<file path="src/rtl/rvv_backend_alu_mask_arb.sv">
// rtl/rvv_backend_alu_mask_arb.sv - round-robin share of the vm* mask-logic unit, issue stage and result FIFO to the ROB (optional MASK_ARB_PERF_CNT_EN)
module rvv_backend_alu_mask_arb #(
  parameter int NUM_REQ         = 2,
  parameter int FIFO_DEPTH      = 2,
  parameter int ROB_DEPTH_WIDTH = 3,
  parameter int VLEN            = 32,
  localparam int VSTART_W       = $clog2(VLEN) + 1,
  localparam int UOP_W          = ROB_DEPTH_WIDTH + 3 + VSTART_W + 1 + 3 * VLEN,
  localparam int RES_W          = ROB_DEPTH_WIDTH + 4 + VLEN
) (
  input  logic                                clk,
  input  logic                                rst,
  input  logic                                trap_flush,
  input  logic [NUM_REQ-1:0]                  req_valid,
  input  logic [NUM_REQ-1:0][UOP_W-1:0]       req_uop,
  output logic [NUM_REQ-1:0]                  req_ready,
  output logic                                result_valid_ex2rob,
  output logic [RES_W-1:0]                    result_ex2rob,
  input  logic                                result_ready_rob2ex,
  output logic                                err_drop,
  output logic [ROB_DEPTH_WIDTH-1:0]          err_rob_entry
`ifdef MASK_ARB_PERF_CNT_EN
  ,
  output logic [31:0]                         perf_grant_cnt,
  output logic [31:0]                         perf_stall_cnt
`endif
);

  localparam int RR_W  = (NUM_REQ > 1) ? $clog2(NUM_REQ) : 1;
  localparam int PTR_W = $clog2(FIFO_DEPTH);
  localparam int CNT_W = PTR_W + 1;
  localparam logic [CNT_W-1:0] DEPTH_C = CNT_W'(FIFO_DEPTH);

  // funct6[2:0] of the OPMVV mask-logic group
  localparam logic [2:0] OP_VMANDN = 3'd0;
  localparam logic [2:0] OP_VMAND  = 3'd1;
  localparam logic [2:0] OP_VMOR   = 3'd2;
  localparam logic [2:0] OP_VMXOR  = 3'd3;
  localparam logic [2:0] OP_VMORN  = 3'd4;
  localparam logic [2:0] OP_VMNAND = 3'd5;
  localparam logic [2:0] OP_VMNOR  = 3'd6;
  localparam logic       W_VRF     = 1'b0;

  typedef struct packed {
    logic [ROB_DEPTH_WIDTH-1:0] rob_entry;
    logic [2:0]                 opcode;
    logic [VSTART_W-1:0]        vstart;
    logic                       vd_data_valid;
    logic [VLEN-1:0]            vd_data;
    logic [VLEN-1:0]            vs2_data;
    logic [VLEN-1:0]            vs1_data;
  } alu_rs_t;

  typedef struct packed {
    logic [ROB_DEPTH_WIDTH-1:0] rob_entry;
    logic                       w_valid;
    logic                       w_type;
    logic                       ignore_vta;
    logic                       ignore_vma;
    logic [VLEN-1:0]            w_data;
  } alu2rob_t;

  logic               stage_valid;
  alu_rs_t            stage_uop;
  logic [RR_W-1:0]    rr_ptr;
  logic [RR_W-1:0]    cand;
  logic [RR_W-1:0]    win_idx;
  logic               win_found;
  logic               space;
  logic               grant_any;
  logic [CNT_W-1:0]   fifo_count;
  logic [PTR_W-1:0]   wr_ptr;
  logic [PTR_W-1:0]   rd_ptr;
  logic [RES_W-1:0]   fifo_mem [FIFO_DEPTH];
  logic               fifo_push;
  logic               fifo_pop;
  logic [VLEN-1:0]    op_res;
  logic [VLEN-1:0]    unit_data;
  logic               unit_valid;
  alu2rob_t           unit_res;

  // Occupancy counts registered state only; a pop this cycle does not free a slot yet.
  assign space = (fifo_count + CNT_W'(stage_valid)) < DEPTH_C;

  // Round-robin winner search starting at rr_ptr, then one-hot ready when there is room.
  always_comb begin
    win_found = 1'b0;
    win_idx   = '0;
    cand      = '0;
    for (int i = 0; i < NUM_REQ; i++) begin
      cand = RR_W'((int'(rr_ptr) + i) % NUM_REQ);
      if (!win_found && req_valid[cand]) begin
        win_found = 1'b1;
        win_idx   = cand;
      end
    end
    grant_any = win_found && space && !trap_flush && !rst;
    req_ready = '0;
    if (grant_any) req_ready[win_idx] = 1'b1;
  end

  // Arbitration pointer moves past the winner on every grant.
  always_ff @(posedge clk) begin
    if (rst) begin
      rr_ptr <= '0;
    end else if (grant_any) begin
      rr_ptr <= (win_idx == RR_W'(NUM_REQ - 1)) ? '0 : win_idx + 1'b1;
    end
  end

  // Issue stage register feeding the mask unit.
  always_ff @(posedge clk) begin
    if (rst || trap_flush) begin
      stage_valid <= 1'b0;
    end else begin
      stage_valid <= grant_any;
    end
    if (grant_any) stage_uop <= alu_rs_t'(req_uop[win_idx]);
  end

  // Mask-logic unit: bitwise op, prestart bits keep old vd, needs vd to produce a result.
  always_comb begin
    op_res = '0;
    case (stage_uop.opcode)
      OP_VMANDN: op_res = stage_uop.vs2_data & ~stage_uop.vs1_data;
      OP_VMAND:  op_res = stage_uop.vs2_data &  stage_uop.vs1_data;
      OP_VMOR:   op_res = stage_uop.vs2_data |  stage_uop.vs1_data;
      OP_VMXOR:  op_res = stage_uop.vs2_data ^  stage_uop.vs1_data;
      OP_VMORN:  op_res = stage_uop.vs2_data | ~stage_uop.vs1_data;
      OP_VMNAND: op_res = ~(stage_uop.vs2_data & stage_uop.vs1_data);
      OP_VMNOR:  op_res = ~(stage_uop.vs2_data | stage_uop.vs1_data);
      default:   op_res = ~(stage_uop.vs2_data ^ stage_uop.vs1_data);
    endcase
    unit_data = op_res;
    for (int i = 0; i < VLEN; i++) begin
      if (VSTART_W'(i) < stage_uop.vstart) unit_data[i] = stage_uop.vd_data[i];
    end
    unit_valid          = stage_valid && stage_uop.vd_data_valid;
    unit_res            = '0;
    unit_res.rob_entry  = stage_uop.rob_entry;
    unit_res.w_valid    = 1'b1;
    unit_res.w_type     = W_VRF;
    unit_res.ignore_vta = 1'b1;
    unit_res.ignore_vma = 1'b1;
    unit_res.w_data     = unit_data;
  end

  assign fifo_push           = unit_valid && !trap_flush;
  assign result_valid_ex2rob = (fifo_count != '0);
  assign fifo_pop            = result_valid_ex2rob && result_ready_rob2ex && !trap_flush;
  assign result_ex2rob       = result_valid_ex2rob ? fifo_mem[rd_ptr] : '0;

  // Result FIFO pointers and occupancy; flush empties it in one cycle.
  always_ff @(posedge clk) begin
    if (rst || trap_flush) begin
      fifo_count <= '0;
      wr_ptr     <= '0;
      rd_ptr     <= '0;
    end else begin
      if (fifo_push) wr_ptr <= wr_ptr + 1'b1;
      if (fifo_pop)  rd_ptr <= rd_ptr + 1'b1;
      if (fifo_push && !fifo_pop)      fifo_count <= fifo_count + 1'b1;
      else if (!fifo_push && fifo_pop) fifo_count <= fifo_count - 1'b1;
    end
  end

  // Result FIFO storage, data only.
  always_ff @(posedge clk) begin
    if (fifo_push && !rst) fifo_mem[wr_ptr] <= unit_res;
  end

  // Report an issued uop the unit could not complete.
  always_ff @(posedge clk) begin
    if (rst || trap_flush) begin
      err_drop      <= 1'b0;
      err_rob_entry <= '0;
    end else begin
      err_drop      <= stage_valid && !unit_valid;
      err_rob_entry <= (stage_valid && !unit_valid) ? stage_uop.rob_entry : '0;
    end
  end

`ifdef ASSERT_ON
  // Space check at grant time should make an overflowing push unreachable.
  always_ff @(posedge clk) begin
    if (!rst) assert (!(fifo_push && !fifo_pop && fifo_count == DEPTH_C));
  end
`endif

`ifdef MASK_ARB_PERF_CNT_EN
  // Saturating grant and stall counters, kept across trap_flush.
  always_ff @(posedge clk) begin
    if (rst) begin
      perf_grant_cnt <= '0;
      perf_stall_cnt <= '0;
    end else begin
      if (grant_any && perf_grant_cnt != 32'hFFFF_FFFF)
        perf_grant_cnt <= perf_grant_cnt + 32'd1;
      if ((|req_valid) && !grant_any && perf_stall_cnt != 32'hFFFF_FFFF)
        perf_stall_cnt <= perf_stall_cnt + 32'd1;
    end
  end
`endif

endmodule

</file>
<file path="config.mk">
export PLATFORM = sky130hd
export DESIGN_NAME = rvv_backend_alu_mask_arb
export DESIGN_NICKNAME = d
export VERILOG_FILES = /design/src/rtl/rvv_backend_alu_mask_arb.sv
export SDC_FILE = /design/constraint.sdc
export NUM_CORES = 1
export LEC_CHECK = 0
export CAP_MARGIN = 20
export CORE_MARGIN = 10
export CORE_UTILIZATION = 56
export CTS_CLUSTER_SIZE = 12
export DETAILED_ROUTE_END_ITERATION = 12
export PLACE_DENSITY = 0.84
export SETUP_SLACK_MARGIN = 0.05
export SYNTH_ARGS = -nofsm -noshare
export SYNTH_HDL_FRONTEND = slang
export SYNTH_SLANG_ARGS = --single-unit
</file>
<file path="constraint.sdc">
create_clock -name clk -period 12.79 [get_ports clk]
set_clock_uncertainty 0.1 [all_clocks]
set_input_delay 2.558 -clock clk [delete_from_list [all_inputs] [get_ports clk]]
set_output_delay 2.558 -clock clk [all_outputs]
set_load 0.005 [all_outputs]
</file>
==> key figures <==
Run status
  – Status: complete, no violations

STA
  – Smallest hold slack: 0.377 ns
  – Peak clock frequency supported by timing: roughly 130 MHz
  – RSZ-0062 raised after global routing: no
  – Pins Over Slew Limit: 0
  – Number of setup violations in the final report: 0
  – Crit path time final: around 7.7 ns
  – Remaining max-slew budget at the tightest pin: 37.6%
  – Final hold violation count: 0
  – Actual slew at the worst max-slew pin: 0.934 ns
  – Setup TNS: 0 ns
  – Tcrit/Tclk final: 59.8%

Yosys
  – Synthesized area per cell: 11.5 um^2
  – Count of unique library cells instantiated by Yosys: 65
  – Syn nets: approximately 1.4k
  – Sequential element share of the synthesized area: 45.2%
  – Most used standard cell by instance count after synthesis: edfxtp_1
  – Post-synth EDFFs: 179
  – Synth top cells by count: 179 x edfxtp_1, 129 x ha_1, 118 x mux2_2
  – Async SR Flop Fraction: 0%
  – Number of instances in the synthesized netlist: approximately 1.1k
  – Number of register bits inferred by synthesis: 190
  – Netlist Area Pre-Place: roughly 0.012 mm^2
  – Yosys top cell area share: 43.4%
  – Most area-hungry cell type in the Yosys netlist: edfxtp_1
  – Synthesis warning total: 0
  – Ys flop type: edfxtp_1
  – Leading post-synthesis cells by cell area: edfxtp_1 43%, ha_1 13%, mux2_2 11%

Min path
  – Class of the most critical hold timing path: register to register
  – Origin of the worst min-delay path: stage_uop[107]
  – Worst Hold Path Cells: 0
  – Hold path endpoint: fifo_mem[0][33]

GRT
  – Global routing met3 resource utilization: under 10%
  – All-Layer GR Usage: a little over a fifth
  – First-pass GRT wire length: 49800 um
  – Via count of the first global-routing pass: 9219
  – Largest net degree at the start of global routing: 90
  – GR met2 Demand/Resource: 36.5%
  – Antenna violations before repair: 1
  – GRT Max-Usage Layer: met2
  – Gr ovfl total: 0
  – Global routing met1 resource utilization: 28.1%

Detailed routing
  – Number of search-and-repair iterations in the first detailed-routing pass: 5
  – Routed wire length per instance: 20.0 um
  – Residual DRC count: 0
  – Detail-routed via count per cell: 5.66
  – Iter 0 DRT Violations: 706
  – Remaining antenna violation count after routing: 0
  – Vias after detailed routing: around 9.1k
  – Total routed wirelength: 32000 um

Job
  – Max-cap violations: 0

Floorplanning
  – Row count: 54
  – Starting Density: 56.9%
  – I/O pin total: 270
  – Y dimension of the die: 169 um
  – Die Wd: about 170 um
  – Core footprint: 0.0218 mm^2
  – Floorplan die area: 0.0284 mm^2

Clock network
  – Number of hold buffers added after cts: 0
  – Clock sink count: 190
  – Buffers inserted during post-CTS setup optimization: 0
  – Skew-Pair Late Insertion Delay: approximately 0.45 ns
  – Clock-pin slew on the worst setup and hold paths: 0.08 ns
  – Num CTS Buffers: 17
  – Htree depth: 4
  – Number of cells upsized or downsized after cts: 0
  – Clk buf depth: 2
  – TritonCTS clock tree: built
  – Clock Root Buffer: clkbuf_16

Final layout
  – Count of inserted antenna diode cells: 0
  – Non-filler cells, final: 1604
  – Fill cell count: 1493
  – Area Growth Syn to Fin: 27.3%
  – Register area: 0.00560 mm^2
  – Share of cells above drive strength 1: 14.2%
  – Final layout net count: approximately 1.7k
  – Post-route cell area: approximately 0.016 mm^2
  – Total area of multi-input combinational cells: a little over 0.006 mm^2

Power
  – Post-layout power: about 1.5 mW
  – Leakage power: ~6.1 nW
  – VDD IR-drop max: 0.0740 mV
  – Power per unit of standard cell area: 95.8 mW/mm^2

Worst setup path
  – Setup slack of the worst register-to-register path: 9.32 ns
  – Startpoint of the worst-slack reg-to-reg timing path: stage_uop[105]
  – Path type of the worst setup path: input pin to primary output
  – Required time of the worst setup path: 10.13 ns
  – Type of origin of the critical path: input pin
  – Worst Reg-to-Reg Cells: 5
  – Maximum fanout encountered on the critical timing path: 44
  – Critical path data arrival time: 5.00 ns
  – Worst reg2reg endpoint: fifo_mem[0][9]
  – Kind of end point of the critical path: primary output

Placed design
  – Detailed-placement wirelength estimate: between 20000 and 25000 um
  – Placed instance area: 0.0151 mm^2
  – Dpl cells: about 1.6k
  – Quantity of I/O buffers inserted on ports: 268
  – GPL Wtd Cong: 0.837
layout make-up:
| type | count | area share, % |
|---|---|---|
| Sequential cell | 190 | 35.5 |
| Timing Repair Buffer | 280 | 17.6 |
| Inverter | 81 | 1.93 |
| Clock inverter | 14 | 1.04 |
| Clock buffer | 18 | 2.86 |
| Multi-Input combinational cell | 741 | 38.8 |
| Tap cell | 280 | 2.22 |
worst max-delay path by stage:
stage,cells past startpoint,end,slack (ns),startpoint
floorplan,4,req_ready[0],3.91,rst
global placement,7,req_ready[1],5.19,rst
detailed placement,7,req_ready[1],5.13,rst
CTS,7,req_ready[1],5.12,rst
global route,7,req_ready[1],5.00,rst
finish,7,req_ready[1],5.14,rst
where the power goes:
group	internal [mW]	total [mW]	switching (mW)
logic	0.136	0.240	0.103
registers	0.706	0.724	0.0172
clock network	0.276	0.545	0.270
per-stage QoR:
step,setup slack (ns),util [%]
after floorplan,3.91,-
after global placement,5.19,69.6
after detailed placement,5.13,69.6
after CTS,5.12,72.4
after global routing,5.00,72.4
final,5.14,72.4
state kept, by name (all words and copies together) (netlist names), named ones only:
register       cells
stage_uop        109
fifo_mem          70
err_rob_entry      3
fifo_count         2
err_drop           1
rd_ptr             1
rr_ptr             1
stage_valid        1
wr_ptr             1
cells in the final DEF (no fill, tap or decap), types with 7 or more instances in the layout:
cell / count
nand3_1: 10
and2_1: 10
inv_1: 81
nand2_1: 59
mux2i_1: 45
or2_2: 13
nand2b_1: 39
dfxtp_1: 10
mux2_2: 118
xor2_1: 11
buf_4: 12
ha_1: 129
a311oi_1: 11
a21oi_1: 37
nor2_1: 77
a21o_1: 15
clkdlybuf4s50_1: 268
nor2b_1: 9
edfxtp_1: 179
o21ai_0: 25
a32oi_1: 10
o22ai_1: 7
a22o_1: 15
clkbuf_16: 18
critical path, stage by stage:
cell             delay, ns
clkdlybuf4s50_1       0.49
or2_2                 0.42
a211oi_4              0.23
buf_4                 0.54
inv_1                 0.09
nor2_1                0.13
clkdlybuf4s50_1       0.52
per-layer routing:
metal  part of all wire [%]  vias to the layer above
li1                       -                     4329
met1                     41                     4312
met2                     49                      402
met3                    9.2                       30
met4                    1.2                        0
met5                      0                        -
cells by family after synthesis:
group	after synthesis	share of synthesized area, %
muxes	163	14.4
adders and majority gates	129	13.0
buffers and inverters	146	5.55
xor gates and xnor gates	17	1.20
AOI/OAI and AO/OA	187	10.9
and+or+nand+nor	244	9.71
other	1	0.0303
DFF	190	45.2
Note: power is estimated with default switching activity, not from simulation.
